--- src/rtl/min_security_scheduler.sv ---
// Crypto engine job scheduler: auth-gated dispatch, a watchdog per engine and
// round-robin reporting of completed or timed-out jobs.
module min_security_scheduler #(
  parameter int unsigned  NUM_ENG   = 4,
  parameter int unsigned  TIMEOUT_W = 16,
  parameter int unsigned  ID_W      = 32,
  localparam int unsigned EW        = $clog2(NUM_ENG)
) (
  input  logic                 clk,
  input  logic                 nreset,
  input  logic                 auth_ok,
  input  logic [TIMEOUT_W-1:0] timeout_lim,
  input  logic                 req_valid,
  output logic                 req_ready,
  input  logic [EW-1:0]        req_eng,
  input  logic [ID_W-1:0]      req_id,
  output logic [NUM_ENG-1:0]   eng_start,
  output logic [NUM_ENG-1:0]   eng_abort,
  output logic [ID_W-1:0]      eng_id,
  input  logic [NUM_ENG-1:0]   eng_done,
  output logic                 rsp_valid,
  input  logic                 rsp_ready,
  output logic [EW-1:0]        rsp_eng,
  output logic [1:0]           rsp_status,
  output logic [NUM_ENG-1:0]   busy,
  output logic [7:0]           err_cnt
);

  localparam int unsigned ErrW = $clog2(NUM_ENG + 2);

  typedef enum logic [1:0] {StIdle, StRun, StPend} eng_state_e;

  eng_state_e             state_q [NUM_ENG];
  eng_state_e             state_d [NUM_ENG];
  logic [TIMEOUT_W-1:0]   wdog_q  [NUM_ENG];
  logic [TIMEOUT_W-1:0]   wdog_d  [NUM_ENG];
  logic [NUM_ENG-1:0]     tmo_q, tmo_d;
  logic [NUM_ENG-1:0]     start_q, start_d;
  logic [NUM_ENG-1:0]     abort_q, abort_d;
  logic [ID_W-1:0]        eng_id_q, eng_id_d;
  logic                   rsp_valid_q, rsp_valid_d;
  logic [EW-1:0]          rsp_eng_q, rsp_eng_d;
  logic [1:0]             rsp_status_q, rsp_status_d;
  logic [EW-1:0]          rr_q, rr_d;
  logic [7:0]             err_cnt_q, err_cnt_d;

  logic                   req_in_range;
  logic                   req_eng_idle;
  logic                   pend_found;
  logic [EW-1:0]          pend_idx;
  int unsigned            scan_idx;
  logic [ErrW-1:0]        err_events;
  logic [8:0]             err_sum;

  // Indices at or above NUM_ENG never match, so they are always accepted and then dropped.
  always_comb begin
    req_in_range = 1'b0;
    req_eng_idle = 1'b0;
    for (int i = 0; i < NUM_ENG; i++) begin
      if (req_eng == EW'(i)) begin
        req_in_range = 1'b1;
        req_eng_idle = (state_q[i] == StIdle);
      end
    end
  end

  assign req_ready = auth_ok && (!req_in_range || req_eng_idle);

  // First PEND engine at or after rr, wrapping.
  always_comb begin
    pend_found = 1'b0;
    pend_idx   = '0;
    scan_idx   = 0;
    for (int unsigned k = 0; k < NUM_ENG; k++) begin
      scan_idx = 32'(rr_q) + k;
      if (scan_idx >= NUM_ENG) begin
        scan_idx = scan_idx - NUM_ENG;
      end
      if (!pend_found && state_q[scan_idx[EW-1:0]] == StPend) begin
        pend_found = 1'b1;
        pend_idx   = scan_idx[EW-1:0];
      end
    end
  end

  always_comb begin
    state_d      = state_q;
    wdog_d       = wdog_q;
    tmo_d        = tmo_q;
    start_d      = '0;
    abort_d      = '0;
    eng_id_d     = eng_id_q;
    rsp_valid_d  = rsp_valid_q;
    rsp_eng_d    = rsp_eng_q;
    rsp_status_d = rsp_status_q;
    rr_d         = rr_q;
    err_events   = '0;

    if (req_valid && req_ready) begin
      if (req_in_range) begin
        for (int i = 0; i < NUM_ENG; i++) begin
          if (req_eng == EW'(i)) begin
            state_d[i] = StRun;
            wdog_d[i]  = '0;
            start_d[i] = 1'b1;
          end
        end
        eng_id_d = req_id;
      end else begin
        err_events = err_events + 1'b1;
      end
    end

    // Done beats a watchdog expiry landing in the same cycle.
    for (int i = 0; i < NUM_ENG; i++) begin
      if (state_q[i] == StRun) begin
        if (eng_done[i]) begin
          state_d[i] = StPend;
          tmo_d[i]   = 1'b0;
        end else if (timeout_lim != '0 && wdog_q[i] == timeout_lim) begin
          state_d[i] = StPend;
          tmo_d[i]   = 1'b1;
          abort_d[i] = 1'b1;
          err_events = err_events + 1'b1;
        end else if (wdog_q[i] != '1) begin
          wdog_d[i] = wdog_q[i] + 1'b1;
        end
      end
    end

    if (rsp_valid_q) begin
      if (rsp_ready) begin
        rsp_valid_d = 1'b0;
        for (int i = 0; i < NUM_ENG; i++) begin
          if (rsp_eng_q == EW'(i)) begin
            state_d[i] = StIdle;
          end
        end
        rr_d = (rsp_eng_q == EW'(NUM_ENG - 1)) ? '0 : rsp_eng_q + 1'b1;
      end
    end else if (pend_found) begin
      rsp_valid_d  = 1'b1;
      rsp_eng_d    = pend_idx;
      rsp_status_d = {1'b0, tmo_q[pend_idx]};
    end

    err_sum   = {1'b0, err_cnt_q} + 9'(err_events);
    err_cnt_d = err_sum[8] ? 8'hff : err_sum[7:0];
  end

  always_ff @(posedge clk or negedge nreset) begin
    if (!nreset) begin
      for (int i = 0; i < NUM_ENG; i++) begin
        state_q[i] <= StIdle;
        wdog_q[i]  <= '0;
      end
      tmo_q        <= '0;
      start_q      <= '0;
      abort_q      <= '0;
      eng_id_q     <= '0;
      rsp_valid_q  <= 1'b0;
      rsp_eng_q    <= '0;
      rsp_status_q <= '0;
      rr_q         <= '0;
      err_cnt_q    <= '0;
    end else begin
      state_q      <= state_d;
      wdog_q       <= wdog_d;
      tmo_q        <= tmo_d;
      start_q      <= start_d;
      abort_q      <= abort_d;
      eng_id_q     <= eng_id_d;
      rsp_valid_q  <= rsp_valid_d;
      rsp_eng_q    <= rsp_eng_d;
      rsp_status_q <= rsp_status_d;
      rr_q         <= rr_d;
      err_cnt_q    <= err_cnt_d;
    end
  end

  always_comb begin
    busy = '0;
    for (int i = 0; i < NUM_ENG; i++) begin
      busy[i] = (state_q[i] != StIdle);
    end
  end

  assign eng_start  = start_q;
  assign eng_abort  = abort_q;
  assign eng_id     = eng_id_q;
  assign rsp_valid  = rsp_valid_q;
  assign rsp_eng    = rsp_eng_q;
  assign rsp_status = rsp_status_q;
  assign err_cnt    = err_cnt_q;

endmodule

--- config.mk ---
export PLATFORM = sky130hd
export DESIGN_NAME = min_security_scheduler
export DESIGN_NICKNAME = d
export VERILOG_FILES = /design/src/rtl/min_security_scheduler.sv
export SDC_FILE = /design/constraint.sdc
export NUM_CORES = 1
export LEC_CHECK = 0
export CAP_MARGIN = 20
export CORE_ASPECT_RATIO = 0.9
export CORE_UTILIZATION = 35
export CTS_CLUSTER_SIZE = 25
export DETAILED_ROUTE_END_ITERATION = 12
export PLACE_DENSITY = 0.53
export SETUP_SLACK_MARGIN = 0.15
export SLEW_MARGIN = 20
export SYNTH_ARGS = -nofsm -noshare
export SYNTH_HDL_FRONTEND = slang
export SYNTH_SLANG_ARGS = --single-unit
export TNS_END_PERCENT = 50
--- constraint.sdc ---
create_clock -name clk -period 4.4 [get_ports clk]
set_input_delay 1.1 -clock clk [delete_from_list [all_inputs] [get_ports clk]]
set_output_delay 1.1 -clock clk [all_outputs]
set_load 0.01 [all_outputs]
## After elaboration in Yosys (flattened, before gate mapping)

Cells that the tools add are included.
W data, S select, Z words.

| operators by class | value |
|---|---|
| add/subtract/negate cells | 17 |
| $lt $le $gt $ge | 9 |
| equal/unequal tests | 22 |
| mux-type cells | 124 |
| bitwise logic cells | 5 |
| reductions and logical operators | 36 |

Operators by type and width:

| cell | number |
|---|---|
| $mux W16 | 20 |
| $mux W64 | 2 |
| $mux W2 | 37 |
| $add A16 B1 Y16 const B | 4 |
| $eq A16 B16 Y1 | 4 |
| $ne A16 B16 Y1 const B | 4 |
| $mux W1 | 41 |
| $mux W8 | 5 |
| $mux W3 | 12 |
| $ge A3 B3 Y1 const B | 7 |
| $bmux W2 S2 | 4 |
| $eq A2 B2 Y1 const B | 8 |
| $reduce_bool A16 Y1 | 1 |
| $reduce_bool A2 Y1 | 8 |
| $reduce_and A2 Y1 | 7 |
| $add A3 B1 Y3 const B | 4 |
| $eq A2 B1 Y1 const B | 6 |
| $logic_not A2 Y1 | 6 |
| $not A2 Y3 | 4 |
| $add A8 B3 Y9 | 1 |
| $logic_and A1 B1 Y1 | 9 |
| $mux W4 | 2 |
| $sub A2 B1 Y2 const B | 4 |
| $add A2 B2 Y3 const B | 2 |
| 8 further kinds | 11 |

| storage, ports and cells | value |
|---|---|
| register bits after elaboration | 130 |
| bits of input ports | 59 |

## Longest topological paths before layout

Gate-level depths: netlist of the first run.

| depth | value |
|---|---|
| depth in word-level cells | 28 |
| gate-level depth with buffers | 20 |
| mapped depth without buffers | 19 |

## Least setup slack after synthesis of the first run

Ideal clock, no wire load.

| timing path | value |
|---|---|
| kind | input-to-reg |
| start | input timeout_lim[11] |
| end | register err_cnt_q[5], in the netlist err_cnt[5] |
| setup time | 126 ps |
| data arrival time | 4504 ps |
| required time | 4274 ps |
| slack | -231 ps |
| stages on the path | 18 |
| path buffers | 2 |
| cell sequence | buf_2 nor4_1 and4_1 buf_6 nor2_1 ha_1 and2_1 ha_1 mux2i_1 xor2_1 ha_1 mux2_4 ha_1 a21o_1 a21oi_1 nor2_1 xnor2_1 nand2_1 |

| on the way | value |
|---|---|
| cells in the longest elaborated chain, start to end | 19 |

RTL lines:

| what | RTL line | text |
|---|---|---|
| start, declared | 12 | `input logic [TIMEOUT_W-1:0] timeout_lim,` |
| $eq A16 B16 Y1 / $reduce_bool A16 Y1 (equally long branches) | 120 | `end else if (timeout_lim != '0 && wdog_q[i] == timeout_lim) begin` |
| $logic_and A1 B1 Y1 | 120 |  |
| $mux W3 | 120 |  |
| $mux W3 | 117 | `if (eng_done[i]) begin` |
| $mux W3 | 116 | `if (state_q[i] == StRun) begin` |
| $add A3 B1 Y3 | 124 | `err_events = err_events + 1'b1;` |
| $mux W3 | 120 |  |
| $mux W3 | 117 |  |
| [4 not listed] | -- |  |
| $mux W3 | 116 |  |
| $add A3 B1 Y3 | 124 |  |
| $mux W3 | 120 |  |
| $mux W3 | 117 |  |
| $mux W3 (*) | 116 |  |
| $add A8 B3 Y9 (*) | 147 | `err_sum = {1'b0, err_cnt_q} + 9'(err_events);` |
| $mux W8 (*) | 148 | `err_cnt_d = err_sum[8] ? 8'hff : err_sum[7:0];` |
| net err_cnt_d[5] | 45 | `logic [7:0] err_cnt_q, err_cnt_d;` |
| end signal, assigned | 177 | `err_cnt_q <= err_cnt_d;` |
| end, declared | 45 |  |

Mark *: on every way through the listed nets, which the timed path passes. The rest lies on a longest branch.
A chain may end at the register's enable or synchronous reset.

## Worst setup path after layout of the first run

| timing path | value |
|---|---|
| start | input timeout_lim[4] |
| end | register err_cnt_q[7], in the netlist err_cnt[7] |

Same word-level chain as after synthesis.

==> results of run 1 <==
cells by family after synthesis:
logic type               Yosys count  share of synthesized area
XOR/XNOR                          87                      0.103
multiplexers                      52                     0.0764
other                              1                   0.000503
AND/OR/NAND/NOR                  269                      0.196
buffers and inverters             60                     0.0432
AO/OA/AOI/OAI                    134                      0.118
adder cells (fa/ha/maj)           15                     0.0262
flip-flops                       130                      0.437
synthesized netlist by cell type (12+ instances only):
master   count  area share
dfrtp_1    130        0.44
nand2_1     58       0.029
xor2_1      53       0.062
nor2_1      42       0.021
nand3_1     37       0.025
mux2_2      35       0.053
xnor2_1     33       0.039
a21oi_1     31       0.021
o21ai_0     30       0.020
inv_1       20       0.010
nor3_1      20       0.013
nor4_1      20       0.017
mux2i_1     16       0.021
ha_1        14       0.024
and3_1      13       0.011
nand4_1     13       0.011
o31ai_1     12       0.012
worst min path at each step:
stage | cells after the start | start | to | slack [ns]
after global placement | 1 | eng_id[15] | eng_id[15] | 0.49
after floorplan | 1 | wdog_q[63] | wdog_q[63] | 0.49
after detailed placement | 1 | eng_id[23] | eng_id[23] | 0.49
after global routing | 1 | eng_id[30] | eng_id[30] | 0.52
after CTS | 1 | eng_id[23] | eng_id[23] | 0.51
final | 1 | eng_id[23] | eng_id[23] | 0.50
where the power goes:
group | internal [mW] | switching, mW
Sequential | 1.45 | 0.228
Clock | 0.749 | 0.622
Combinational | 0.757 | 0.613
Total | 2.96 | 1.46
layout make-up:
| class | instances | area [µm²] | area share |
|---|---|---|---|
| Multi-Input combinational cell | 559 | 4030 | 0.409 |
| Sequential cell | 130 | 3250 | 0.330 |
| Timing Repair Buffer | 175 | 1560 | 0.159 |
| Clock buffer | 17 | 425 | 0.0432 |
| Tap cell | 286 | 358 | 0.0363 |
| Clock inverter | 15 | 136 | 0.0139 |
| Inverter | 22 | 82.6 | 0.00839 |
worst register-to-register path: stages, from the launching register on:
cell	delay [ns]
dfrtp_1	0.50
xor2_1	0.21
nor4_1	0.28
nand4_1	0.19
nor2_4	0.20
ha_4	0.15
and2_4	0.17
nor4_2	0.04
mux2i_1	0.19
xor2_1	0.23
ha_1	0.28
mux2_4	0.29
ha_4	0.26
a21o_1	0.16
a21oi_4	0.08
nor3b_2	0.19
nand3_1	0.10
o21a_1	0.11
timing repair:
action	CTS	global route
hold endpoints to repair	0	0
buffers inserted	3	4
gates resized for setup	27	42
endpoints found under the setup margin	8	8
pin swaps	19	20
layout by cell type (no fill, tap or decap), drive strengths merged, types with 3 or more instances in the layout:
cell type / count
buf: 63
or2: 7
mux2i: 16
a21o: 9
nor2b: 11
nor4: 24
a22o: 3
ha: 14
nand2: 59
nand2b: 6
a31oi: 4
o31ai: 12
and3: 13
a22oi: 5
clkdlybuf4s50: 98
o21ai: 32
and2: 7
nand4: 14
or4: 5
and2b: 3
dlygate4sd2: 3
o22ai: 4
xor2: 53
a21oi: 31
clkinvlp: 3
nor2: 42
nor3: 20
o211ai: 12
nor3b: 8
or3: 8
clkbuf: 27
o41ai: 5
inv: 33
dfrtp: 130
o311ai: 5
nand3: 37
xnor2: 34
mux2: 36
o21a: 3
state kept, by name, summed over array words and instances (netlist names):
| name | flops |
|---|---|
| rsp_valid | 1 |
| wdog_q | 64 |
| state_q | 8 |
| eng_abort | 4 |
| eng_start | 4 |
| rr_q | 2 |
| rsp_status | 1 |
| err_cnt | 8 |
| tmo_q | 4 |
| eng_id | 32 |
| rsp_eng | 2 |
per-layer routing:
metal | vias up | GRT usage | share of wire
met2 | 138 | 0.310 | 0.49
met1 | 3015 | 0.257 | 0.46
met5 | - | 0 | 0
met4 | 0 | 0.0397 | 0.010
li1 | 2990 | - | -
met3 | 17 | 0.0412 | 0.039
per-stage QoR:
stage	cells	power [mW]	area (µm²)	hold WS, ns
after floorplan	749	2.38	7530	0.490
after global placement	1165	3.04	9170	0.488
after detailed placement	1165	3.07	9170	0.495
after CTS	1200	4.46	9770	0.508
after global routing	1204	4.67	9850	0.521
final	1204	4.42	9850	0.501
==> reports/qor.yml, run 1 <==
run_status: "complete, no violations"
rsz0062_at_grt: "no"
grt_pass1_wl_um: 32300
drive_above_1_share: 0.204
drt_wl_total_um: 20300
reg2reg_slack_ns: 0.67
powerDensity_nw_per_um2: 449
cts_root_buf: "clkbuf_16"
timing.rr.start: "wdog_q[50]"
initialDrtViolationCount: 296
crit_buf_inv: 1
ys.flop_type: "dfrtp_1"
core_area_um2: 20800
hold_buffers: 0
setup_ws_ns: 0.279
fmax_mhz: 243
htreeDepth: 4
critPathMostFrequentCell: "ha_4"
cp_slowest_cell: "nor4_2"
gp_congestion: 0.849
ys_async_sr_fraction: 1.00
setup_viol: 0
worstSetupPathType: "input port to flip-flop"
die-area_um2: 21900
ioPinCount: 117
grt_pass1_vias: 5992
cts_max_path_buffers: 2
ys_warn_count: 0
ir_worst_vdd_mv: 0.232
vias: 6160
antenna_found_initial: 0
drc: 0
initial_core_util: 0.358
crit_path_end: "err_cnt[7]"
grt_usage: 0.190
cts_sinks: 130
synth_cells: 748
syn-cell-area_um2: 7450
worst_slew_pin_slew_ns: 0.834
finalMaxSlewViolations: 0
syn_area_per_cell_um2: 9.96
seq_area_frac_synth: 0.437
cp_data_arrival_time_ns: 4.43
critPathRequiredTime_ns: 4.71
max_cap_viol_count: 0
post-place-ws_ns: -0.496
cpPeakStageDelay_ns: 0.29
fillers: 1922
r2r_cells: 17
final_util: 0.473
clock_latency_ns: 0.43
wire_per_inst_um: 16.8
post-route-period-util: 0.937
setup.worst_path.end_class: "flip-flop"
crit_start: "timeout_lim[4]"
path_max_fanout: 3
firstDrtPassIters: 5
critical_path_depth: 17
fp.dieW_um: 156
rr_endpoint: "err_cnt[7]"
final_nets: 979
place_hpwl_um: 14900
hold_class: "flip-flop to flip-flop"
numPortBuffers: 115
fin_skew_ns: 0.0141
synth_cell_type_count: 66
drt-vias-per-instance: 5.12
rows: 50
cts_buffers: 17
relSlewSlack: 0.444
cp_top_family: "simple AND/OR/NAND/NOR gates"
grt_overflow: 0
fin_tns_setup_ns: 0
ant_nets: 0
power.leakage_nw: 4.30
synth-edff-count: 0
die_height_um: 140
ys_seq_elements: 130
worstSetupStartpointType: "input port"
crit_chain: "clkdlybuf4s15_1, nor4_2, and4_4, nor2_4, ha_4, and2_4, ha_4, mux2i_2, xor2_1, ha_1, mux2_4, ha_4, a21o_1, a21oi_4, nor3b_2, nand3_1, o21a_1"
grt_max_degree: 61
antenna_cells: 0
path_clk_slew_ns: 0.06
timing.final.crit_period_ns: 4.12
area_growth_pct: 32.2
hold_viol: 0
cts_tree: "done"
(Power assumes the default switching activity.)
==> run 2: changes to the inputs <==
Settings changed: CTS_CLUSTER_DIAMETER from default to 150, RECOVER_POWER from default to 25.
==> reports/qor.yml, run 2 (synthesis gave the netlist of run 1 again) <==
run_status: "finished with violations"
violations: "capacitance limit, slew limit"
initialDrtViolationCount: 294  # -0.68%
firstDrtPassIters: 6  # +1
hold_viol: 0  # unchanged
cts_tree: "done"
fillers: 1924  # +0.10%
grt_max_degree: 61  # unchanged
worst_slew_pin_slew_ns: 1.62  # +0.789 ns
relSlewSlack: -0.0815  # -0.526
cp_data_arrival_time_ns: 4.43  # about the same
drc: 0  # unchanged
grt_usage: 0.190  # unchanged
finalMaxSlewViolations: 90  # +90
power_mw: 4.42  # about the same
cts_max_path_buffers: 2  # unchanged
rsz0062_at_grt: "no"
ant_nets: 0  # unchanged
holdWs_ns: 0.501  # -0.0000220 ns
cts_sinks: 130  # unchanged
r2r_cells: 17  # unchanged
path_max_fanout: 3  # unchanged
cts_buffers: 17  # unchanged
die-area_um2: 21900  # unchanged
path_clk_slew_ns: 0.06  # about the same
setup_ws_ns: 0.278  # -0.00150 ns
core_area_um2: 20800  # unchanged
cts_root_buf: "clkbuf_16"
post-place-ws_ns: -0.496  # unchanged
drt-vias-per-instance: 5.10  # -0.28%
max_cap_viol_count: 2  # +2
setup.worst_path.end_class: "flip-flop"
crit_start: "timeout_lim[4]"
final_nets: 979  # unchanged
timing.rr.start: "wdog_q[50]"
final_cell_mix: "130 x dfrtp_1, 98 x clkdlybuf4s50_1, 58 x nand2_1"
rows: 50  # unchanged
top_register: "wdog_q"
grt_overflow: 0  # unchanged
fin_skew_ns: 0.0113  # -0.00283 ns
worst_hold_path.num_cells: 1  # unchanged
hold_buffers: 0  # unchanged
die_height_um: 140  # unchanged
worstSetupPathType: "input port to flip-flop"
min_from: "eng_id[23]"
wire_per_inst_um: 16.8  # about the same
fmax_mhz: 243  # about the same
antenna_found_initial: 0  # unchanged
drive_above_1_share: 0.202  # -0.00218
layout_commonest_cell: "dfrtp_1"
grt_pass1_wl_um: 32300  # unchanged
place_hpwl_um: 14900  # unchanged
worstSetupStartpointType: "input port"
power.leakage_nw: 4.29  # -0.20%
grt_pass1_vias: 5992  # unchanged
drt_wl_total_um: 20300  # about the same
gp_congestion: 0.849  # unchanged
area_growth_pct: 32.0
numPortBuffers: 115  # unchanged
fin_tns_setup_ns: 0  # unchanged
largest_reg_flops: 64  # unchanged
vias: 6143  # -0.28%
powerDensity_nw_per_um2: 450  # +0.15%
clock_latency_ns: 0.42  # about the same
initial_core_util: 0.358  # unchanged
critPathRequiredTime_ns: 4.71  # about the same
htreeDepth: 4  # unchanged
fp.dieW_um: 156  # unchanged
hold_class: "flip-flop to flip-flop"
dpl_cell_area_um2: 9170  # unchanged
antenna_cells: 0  # unchanged
ir_worst_vdd_mv: 0.230  # -0.86%
post-route-period-util: 0.937  # about the same
ioPinCount: 117  # unchanged
stdcell_area_um2: 9840  # -0.10%
timing.final.crit_period_ns: 4.12  # +0.00150 ns
setup_viol: 0  # unchanged
[run 2: cell types whose count changed in the layout (fill, tap and decap cells not counted)]
cell	previous run	this run
and2_1	5	4
and2_0	0	1
buf_4	54	51
clkbuf_1	0	2
clkbuf_2	10	11
[run 2: path summary, 6_finish.rpt]
check | to | slack (ns)
max | err_cnt[7] | 0.28
min | eng_id[23] | 0.50
max reg2reg | err_cnt[7] | 0.67
min reg2reg | eng_id[23] | 0.50
max in group asynchronous | wdog_q[39] | 1.22
min in group asynchronous | err_cnt[6] | 1.07
[run 2: through the flow]
| step | util | instances |
|---|---|---|
| finish | 0.472 | 1204 |
| global route | 0.472 | 1204 |
| CTS | 0.469 | 1200 |
| detailed placement | 0.440 | 1165 |
| global placement | 0.440 | 1165 |
| floorplan | - | 749 |
[run 2: worst max-delay path: stages]
cell,delay [ns]
clkdlybuf4s15_1,0.24
nor4_2,0.29
and4_4,0.28
nor2_4,0.05
ha_4,0.21
and2_4,0.16
ha_4,0.21
mux2i_2,0.19
xor2_1,0.23
ha_1,0.28
mux2_4,0.29
ha_4,0.26
a21o_1,0.16
a21oi_4,0.08
nor3b_2,0.19
nand3_1,0.10
o21a_1,0.11
[run 2: routing by layer]
metal,vias to the layer above,part of all wire,GRT usage
li1,2991,-,-
met1,3011,0.47,0.257
met2,126,0.49,0.310
met3,15,0.041,0.0412
met4,0,0.0079,0.0397
met5,-,0,0
[run 2: repair_timing]
action | 4_1_cts | 5_1_grt
buffers inserted | 3 | 4
endpoints found under the setup margin | 8 | 8
resized for setup | 27 | 42
cloned | 0 | 0
pin swaps | 19 | 20
[run 2: final cells by class]
type,instances,area (µm²),share of cell area
Clock buffer,17,425,0.0432
Sequential cell,130,3250,0.331
Multi-Input combinational cell,559,4030,0.410
Tap cell,286,358,0.0364
Clock inverter,15,136,0.0139
Timing Repair Buffer,175,1550,0.158
Inverter,22,82.6,0.00839
[run 2: where the power goes]
group          internal (mW)  switching (mW)
Sequential              1.45           0.229
Clock                  0.749           0.622
Combinational          0.756           0.615
Total                   2.96            1.47
